## config.mk

```make
export PLATFORM = sky130hd
export DESIGN_NAME = seq_booth_mult
export DESIGN_NICKNAME = d
export VERILOG_FILES = /design/src/rtl/seq_booth_mult.sv
export SDC_FILE = /design/constraint.sdc
export NUM_CORES = 1
export LEC_CHECK = 0
export ABC_AREA = 1
export BUFFER_PORTS_ARGS = -buffer_cell sky130_fd_sc_hd__buf_2
export CORE_MARGIN = 8
export CORE_UTILIZATION = 55
export CTS_BUF_LIST = sky130_fd_sc_hd__clkbuf_8 sky130_fd_sc_hd__clkbuf_16
export DETAILED_ROUTE_END_ITERATION = 16
export GPL_TIMING_DRIVEN = 0
export PLACE_DENSITY = 0.75
export SYNTH_ARGS = -nofsm -noshare
export SYNTH_HDL_FRONTEND = slang
export SYNTH_SLANG_ARGS = --single-unit
```

## constraint.sdc

```tcl
create_clock -name clock -period 6.33 [get_ports clock]
set_input_delay 1.266 -clock clock [delete_from_list [all_inputs] [get_ports clock]]
set_output_delay 1.266 -clock clock [all_outputs]
set_load 0.03 [all_outputs]
```

## src/rtl/seq_booth_mult.sv

```systemverilog
// Sequential signed radix-2 Booth multiplier (one Booth step per clock).
// Returns the low WIDTH bits of the product, a signed-overflow flag and a
// one-cycle ready pulse. Optional zero/one early exit is built when the
// macro SEQ_MULT_EARLY_TERM_EN is defined.
module seq_booth_mult #(
  parameter int unsigned WIDTH = 32,
  parameter int unsigned CNT_W = 6
) (
  input  logic             clock,
  input  logic             reset,
  input  logic             ctrl_mult,
  input  logic [WIDTH-1:0] operand_a,
  input  logic [WIDTH-1:0] operand_b,
  output logic [WIDTH-1:0] result,
  output logic             exception,
  output logic             result_rdy,
  output logic             busy
);

  // Product register: {upper accumulator, multiplier, Booth guard bit}
  localparam int unsigned PW = 2 * WIDTH + 1;

  typedef enum logic [1:0] {
    IDLE = 2'd0,
    RUN  = 2'd1,
    DONE = 2'd2
  } state_e;

  state_e             state_q, state_d;
  logic [CNT_W-1:0]   cnt_q, cnt_d;
  logic [PW-1:0]      prod_q, prod_d;
  logic [WIDTH-1:0]   a_q, a_d;
  logic [WIDTH-1:0]   res_q, res_d;
  logic               exc_q, exc_d;
  logic               rdy_q, rdy_d;
  logic               busy_q, busy_d;

  logic [WIDTH:0]     upper_ext;
  logic [WIDTH:0]     a_ext;
  logic [WIDTH:0]     sum;
  logic [PW-1:0]      step_c;
  logic [WIDTH:0]     hi_chk;

`ifdef SEQ_MULT_EARLY_TERM_EN
  logic               early_q, early_d;
  logic               early_hit;
  logic [WIDTH-1:0]   early_val;

  // Trivial-operand detection on the incoming operands
  always_comb begin
    early_hit = 1'b1;
    early_val = '0;
    if (operand_a == '0 || operand_b == '0) begin
      early_val = '0;
    end else if (operand_a == WIDTH'(1)) begin
      early_val = operand_b;
    end else if (operand_b == WIDTH'(1)) begin
      early_val = operand_a;
    end else begin
      early_hit = 1'b0;
    end
  end
`endif

  // One Booth step: add/sub on a WIDTH+1 bit upper field, then arithmetic shift
  always_comb begin
    upper_ext = {prod_q[PW-1], prod_q[PW-1:WIDTH+1]};
    a_ext     = {a_q[WIDTH-1], a_q};
    case (prod_q[1:0])
      2'b01:   sum = upper_ext + a_ext;
      2'b10:   sum = upper_ext - a_ext;
      default: sum = upper_ext;
    endcase
    step_c = {sum, prod_q[WIDTH:1]};
    hi_chk = step_c[2*WIDTH:WIDTH];
  end

  // Next-state and registered-output logic
  always_comb begin
    state_d = state_q;
    cnt_d   = cnt_q;
    prod_d  = prod_q;
    a_d     = a_q;
    res_d   = res_q;
    exc_d   = exc_q;
`ifdef SEQ_MULT_EARLY_TERM_EN
    early_d = early_q;
`endif

    case (state_q)
      IDLE, DONE: begin
        if (ctrl_mult) begin
          a_d     = operand_a;
          prod_d  = {WIDTH'(0), operand_b, 1'b0};
          cnt_d   = '0;
          state_d = RUN;
`ifdef SEQ_MULT_EARLY_TERM_EN
          early_d = early_hit;
          if (early_hit) begin
            a_d = early_val;
          end
`endif
        end else begin
          state_d = IDLE;
        end
      end
      RUN: begin
`ifdef SEQ_MULT_EARLY_TERM_EN
        if (early_q) begin
          early_d = 1'b0;
          res_d   = a_q;
          exc_d   = 1'b0;
          state_d = DONE;
        end else begin
`endif
          prod_d = step_c;
          cnt_d  = cnt_q + CNT_W'(1);
          if (cnt_q == CNT_W'(WIDTH - 1)) begin
            res_d   = step_c[WIDTH:1];
            exc_d   = ~((&hi_chk) | ~(|hi_chk));
            state_d = DONE;
          end
`ifdef SEQ_MULT_EARLY_TERM_EN
        end
`endif
      end
      default: state_d = IDLE;
    endcase

    busy_d = (state_d == RUN);
    rdy_d  = (state_d == DONE);
  end

  // State and datapath registers
  always_ff @(posedge clock or posedge reset) begin
    if (reset) begin
      state_q <= IDLE;
      cnt_q   <= '0;
      prod_q  <= '0;
      a_q     <= '0;
      res_q   <= '0;
      exc_q   <= 1'b0;
      rdy_q   <= 1'b0;
      busy_q  <= 1'b0;
`ifdef SEQ_MULT_EARLY_TERM_EN
      early_q <= 1'b0;
`endif
    end else begin
      state_q <= state_d;
      cnt_q   <= cnt_d;
      prod_q  <= prod_d;
      a_q     <= a_d;
      res_q   <= res_d;
      exc_q   <= exc_d;
      rdy_q   <= rdy_d;
      busy_q  <= busy_d;
`ifdef SEQ_MULT_EARLY_TERM_EN
      early_q <= early_d;
`endif
    end
  end

  assign result     = res_q;
  assign exception  = exc_q;
  assign result_rdy = rdy_q;
  assign busy       = busy_q;

endmodule

```

==> results of run 1 <==
sequential cells by signal (all words and copies together), names as in the netlist:
| signal | flops |
|---|---|
| a_q | 32 |
| exception | 1 |
| result_rdy | 1 |
| result | 32 |
| prod_q | 65 |
| state_q | 2 |
| cnt_q | 6 |
| busy | 1 |
routing by layer:
layer | up-vias | global-route usage [%] | wire length, µm
li1 | 4717 | - | -
met1 | 4247 | 31.68 | 11760
met2 | 310 | 41.84 | 12800
met3 | 59 | 5.956 | 2076
met4 | 6 | 8.567 | 690
met5 | - | 0 | 34
cell usage in the layout (no fill, tap or decap), drive strengths merged, types with 2 or more instances in the layout:
cell type	count
o22ai	28
clkbuf	52
inv	272
bufinv	4
ha	35
nor2	97
clkinv	3
nand2	488
clkinvlp	2
buf	110
xnor2	4
o221ai	31
nand3	96
nor4	2
a31oi	3
nor3	14
a21oi	24
xor2	30
nand4	17
and2	2
dfrtp	140
o21a	2
o21ai	86
worst max-delay path, delay by kind of cell (launching register included):
kind | cells | cell delay, ns
xor gates and xnor gates | 1 | 0.24
buffers and inverters | 3 | 0.19
adders and majority gates | 2 | 0.50
and+or+nand+nor | 20 | 2.35
DFF | 1 | 0.40
AOI/OAI and AO/OA | 2 | 0.54
per-stage QoR:
step                      instances  hold slack (ns)  setup slack, ns  utilization [%]
after floorplan                1419           0.4779            1.311                -
after global placement         1745           0.4635          -0.2964            60.59
after detailed placement       1746           0.4701            2.085            60.78
after CTS                      1778           0.4855            2.029            64.49
after global routing           1778           0.5000            1.546            64.49
final                          1778           0.4787            1.990            64.49
cell families after synthesis:
group | after synthesis
xor gates and xnor gates | 34
DFF | 140
buffers and inverters | 309
adders and majority gates | 36
and+or+nand+nor | 719
AOI/OAI and AO/OA | 181
path summary, 6_finish.rpt:
check | end | depth (start not counted) | start | slack [ns]
hold reg to reg | result[19] | 2 | result[19] | 0.48
max in group asynchronous | result[26] | 3 | reset | 4.67
hold / removal | result[19] | 2 | result[19] | 0.48
setup reg to reg | exception | 28 | a_q[0] | 1.99
min in group asynchronous | prod_q[4] | 2 | reset | 0.86
setup / recovery | exception | 28 | a_q[0] | 1.99
layout make-up:
class | count | area [µm²] | area share (%)
multi-input combinational | 970 | 4987 | 44.87
clock buffer | 19 | 452.9 | 4.075
tap | 225 | 281.5 | 2.533
clock inverter | 13 | 186.4 | 1.677
sequential | 140 | 3503 | 31.52
inverter | 268 | 1011 | 9.095
buffer | 41 | 160.2 | 1.441
timing repair buffer | 102 | 533.0 | 4.795
==> flow_summary.json, run 1 <==
{
  "drv_cap": 0,
  "grt_pass1_wl_um": 45120,
  "fillers": 1521,
  "core_area_um2": 17240,
  "hold_viol": 0,
  "setup_violations": 0,
  "cts_repair_resize_count": 0,
  "cts_hold_buf": 0,
  "synth.distinct_cells": 45,
  "yosysWarnings": 0,
  "tns_ns": 0,
  "synthMuxAreaShare_pct": 0,
  "dp_hpwl_um": 21640,
  "htreeDepth": 4,
  "yosys.area_share.simple_pct": 32.35,
  "clock_latency_ns": 0.42,
  "syn2layout_area_growth_pct": 15.11,
  "die_w_um": 148.5,
  "dpl_cell_area_um2": 10480,
  "ys_ff_latch": 140,
  "worst_pin_slew_ns": 0.6994,
  "grt_pass1_vias": 9104,
  "synth_xor_area_share_pct": 3.084,
  "drt_first_pass_iters": 5,
  "grt_max_degree": 93,
  "drc": 0,
  "cts_buffers": 17,
  "setup.worst_path.start_class": "flop",
  "wl_um": 27360,
  "crit_top_cell": "nand2_1",
  "crit_fanout": 6,
  "rows": 48,
  "drt_iter0_drc": 618,
  "slowest_stage": "dfrtp_1",
  "grt_antenna_before_repair": 3,
  "arrival_ns": 4.65,
  "synth-compound-area-share_pct": 11.47,
  "post-route-period-util_pct": 68.57,
  "synth_edf_count": 0,
  "synth_fp_nets": 1522,
  "path_class": "reg -> reg",
  "rsz0062_at_grt": "false",
  "diodes": 0,
  "die_h_um": 148.5,
  "cts-root-buf": "clkbuf_16",
  "synth_area_um2": 9657,
  "synth_cells": 1419,
  "synth_ff_type": "dfrtp_1",
  "async_reset_ff_share_pct": 100.0,
  "synth_top_family_by_area": "simple AND/OR/NAND/NOR gates",
  "grt-ovfl-total": 0,
  "ant_nets": 0,
  "cts_tree": "done",
  "yosysMostFrequentCell": "nand2_1",
  "clk_pin_slew_ns": 0.06,
  "maxSlewViolCount": 0,
  "status": "completed",
  "grt.total_usage_pct": 25.25,
  "skew_ns": 0.008199,
  "start_util_pct": 56.02,
  "max-slew-margin-rel_pct": 53.38,
  "synth.avg_cell_area_um2": 6.805,
  "route.vias.total": 9339,
  "netlist.area_leader.share_pct": 36.28,
  "fin_crit_ns": 4.340,
  "yosys-top-cells-count": "nand2_1, inv_1, dfrtp_1",
  "routed_via_density": 5.253,
  "slowest_delay_ns": 0.40,
  "yosysSeqAreaShare_pct": 36.28,
  "clock_path_buffers": 2,
  "fmax_mhz": 230.4,
  "die_area_um2": 22050,
  "cts_sinks": 140,
  "min_path_type": "reg -> reg",
  "final_layout_size_suffix_gt1_share_pct": 14.62,
  "synthAdderAreaFrac_pct": 4.742,
  "cp.required_ns": 6.64,
  "ios": 102,
  "io_buffers": 101,
  "gp_congestion": 0.9903,
  "final_area_um2": 11120,
  "routedWlPerCell_um": 15.39,
  "post_cts_buffers": 0,
  "synth_top_area_cell": "dfrtp_1",
  "synth_area_leaders": "dfrtp_1, nand2_1, inv_1",
  "layout.nets": 1643,
  "setup.worst_path.end_class": "flop"
}
Power of run 1 is not shown: default switching activity piles up to over one toggle a cycle in this logic, so the estimate is an artifact.
==> run 2: changes to the inputs <==
==> constraint.sdc (replaced) <==
create_clock -name clock -period 4 [get_ports clock]
set_input_delay 0.8 -clock clock [delete_from_list [all_inputs] [get_ports clock]]
set_output_delay 0.8 -clock clock [all_outputs]
set_load 0.03 [all_outputs]
==> flow_summary.json, run 2 (synthesis gave the netlist of run 1 again) <==
{
  "setup_violations": 1,
  "arrival_ns": 4.36,
  "drt_iter0_drc": 661,
  "hold_slack_ns": 0.4690,
  "final_common_cell": "nand2_1",
  "path_class": "reg -> reg",
  "clock_path_buffers": 2,
  "routedWlPerCell_um": 16.01,
  "slowest_stage": "dfrtp_1",
  "cp.required_ns": 4.31,
  "final_cell_mix": "nand2_1, inv_1, dfrtp_1",
  "grt_max_degree": 43,
  "die_h_um": 148.5,
  "post-route-period-util_pct": 101.3,
  "rows": 48,
  "start_util_pct": 56.02,
  "crit_fanout": 5,
  "status": "complete, but fails checks",
  "dp_hpwl_um": 21910,
  "routed_via_density": 5.360,
  "route.vias.total": 9642,
  "hold_viol": 0,
  "drt_first_pass_iters": 5,
  "min_path_type": "in -> async",
  "grt_pass1_vias": 9347,
  "slowest_delay_ns": 0.40,
  "setup.worst_path.start_class": "flop",
  "die_w_um": 148.5,
  "gp_congestion": 0.9834,
  "cts_buffers": 17,
  "layout.nets": 1664,
  "wl_um": 28810,
  "drc": 0,
  "fin_ws_ns": -0.05069,
  "diodes": 0,
  "htreeDepth": 4,
  "syn2layout_area_growth_pct": 21.94,
  "worst_pin_slew_ns": 0.7568,
  "max-slew-margin-rel_pct": 49.55,
  "grt_pass1_wl_um": 46150,
  "maxSlewViolCount": 0,
  "largest-register": "prod_q",
  "core_area_um2": 17240,
  "violations": "setup timing",
  "grt-ovfl-total": 0,
  "final_layout_size_suffix_gt1_share_pct": 21.22,
  "grt.total_usage_pct": 25.98,
  "die_area_um2": 22050,
  "finalNonFillerCells": 1799,
  "ios": 102,
  "drv_cap": 0,
  "critPathTopFamily": "simple AND/OR/NAND/NOR gates",
  "largest_reg_flops": 65,
  "rsz0062_at_grt": "true",
  "dp_cells": 1748,
  "cts_sinks": 140,
  "clock_latency_ns": 0.42,
  "grt_antenna_before_repair": 3,
  "fmax_mhz": 246.9,
  "cp_num_buf_inv": 2,
  "ant_nets": 0,
  "setup.worst_path.end_class": "flop",
  "fin_crit_ns": 4.051,
  "cts_tree": "done",
  "cts_hold_buf": 0,
  "skew_ns": 0.01029,
  "io_buffers": 101,
  "clk_pin_slew_ns": 0.07,
  "cts-root-buf": "clkbuf_16"
}
-- run 2: final cells by class --
type,count,area (µm²)
multi-input cells,970,5540
fillers,1412,5461
flip-flops and latches,140,3503
inverters,268,1010
repair buffers,123,711.9
clock buffers,17,425.4
well taps,225,281.5
plain buffers,41,165.2
clock inverters,15,137.6
-- run 2: worst paths after layout --
| path | startpoint | to | slack, ns | cells after the start |
|---|---|---|---|---|
| max in group asynchronous | reset | prod_q[63] | 2.66 | 4 |
| max reg2reg | a_q[0] | exception | -0.05 | 27 |
| min | reset | result[3] | 0.47 | 2 |
| max | a_q[0] | exception | -0.05 | 27 |
| min reg2reg | result[22] | result[22] | 0.48 | 2 |
| min in group clock | result[22] | result[22] | 0.48 | 2 |
-- run 2: layer usage --
layer,part of all wire (%),routed length (µm),GRT usage [%]
met1,43,12490,32.63
met2,47,13650,43.25
met3,6.8,1952,5.834
met4,2.4,682,8.771
met5,0.11,32,0
-- run 2: metrics by stage --
step	setup TNS, ns	worst slack, ns	utilization (%)	area, µm²
after floorplan	0	0.6723	-	9661
after global placement	-0.2180	-0.2180	60.61	10450
after detailed placement	-0.3047	-0.3047	60.96	10510
after CTS	-0.002029	-0.002029	65.67	11320
after global routing	-0.4399	-0.3074	68.31	11780
final	-0.05069	-0.05069	68.31	11780
-- run 2: what timing repair did --
item | in CTS | in global routing
buffers inserted | 12 | 7
gates cloned | 0 | 0
pin swaps | 36 | 37
endpoints found under the setup margin | 1 | 2
resized for setup | 37 | 84
Power of run 2 is left out for the same reason.
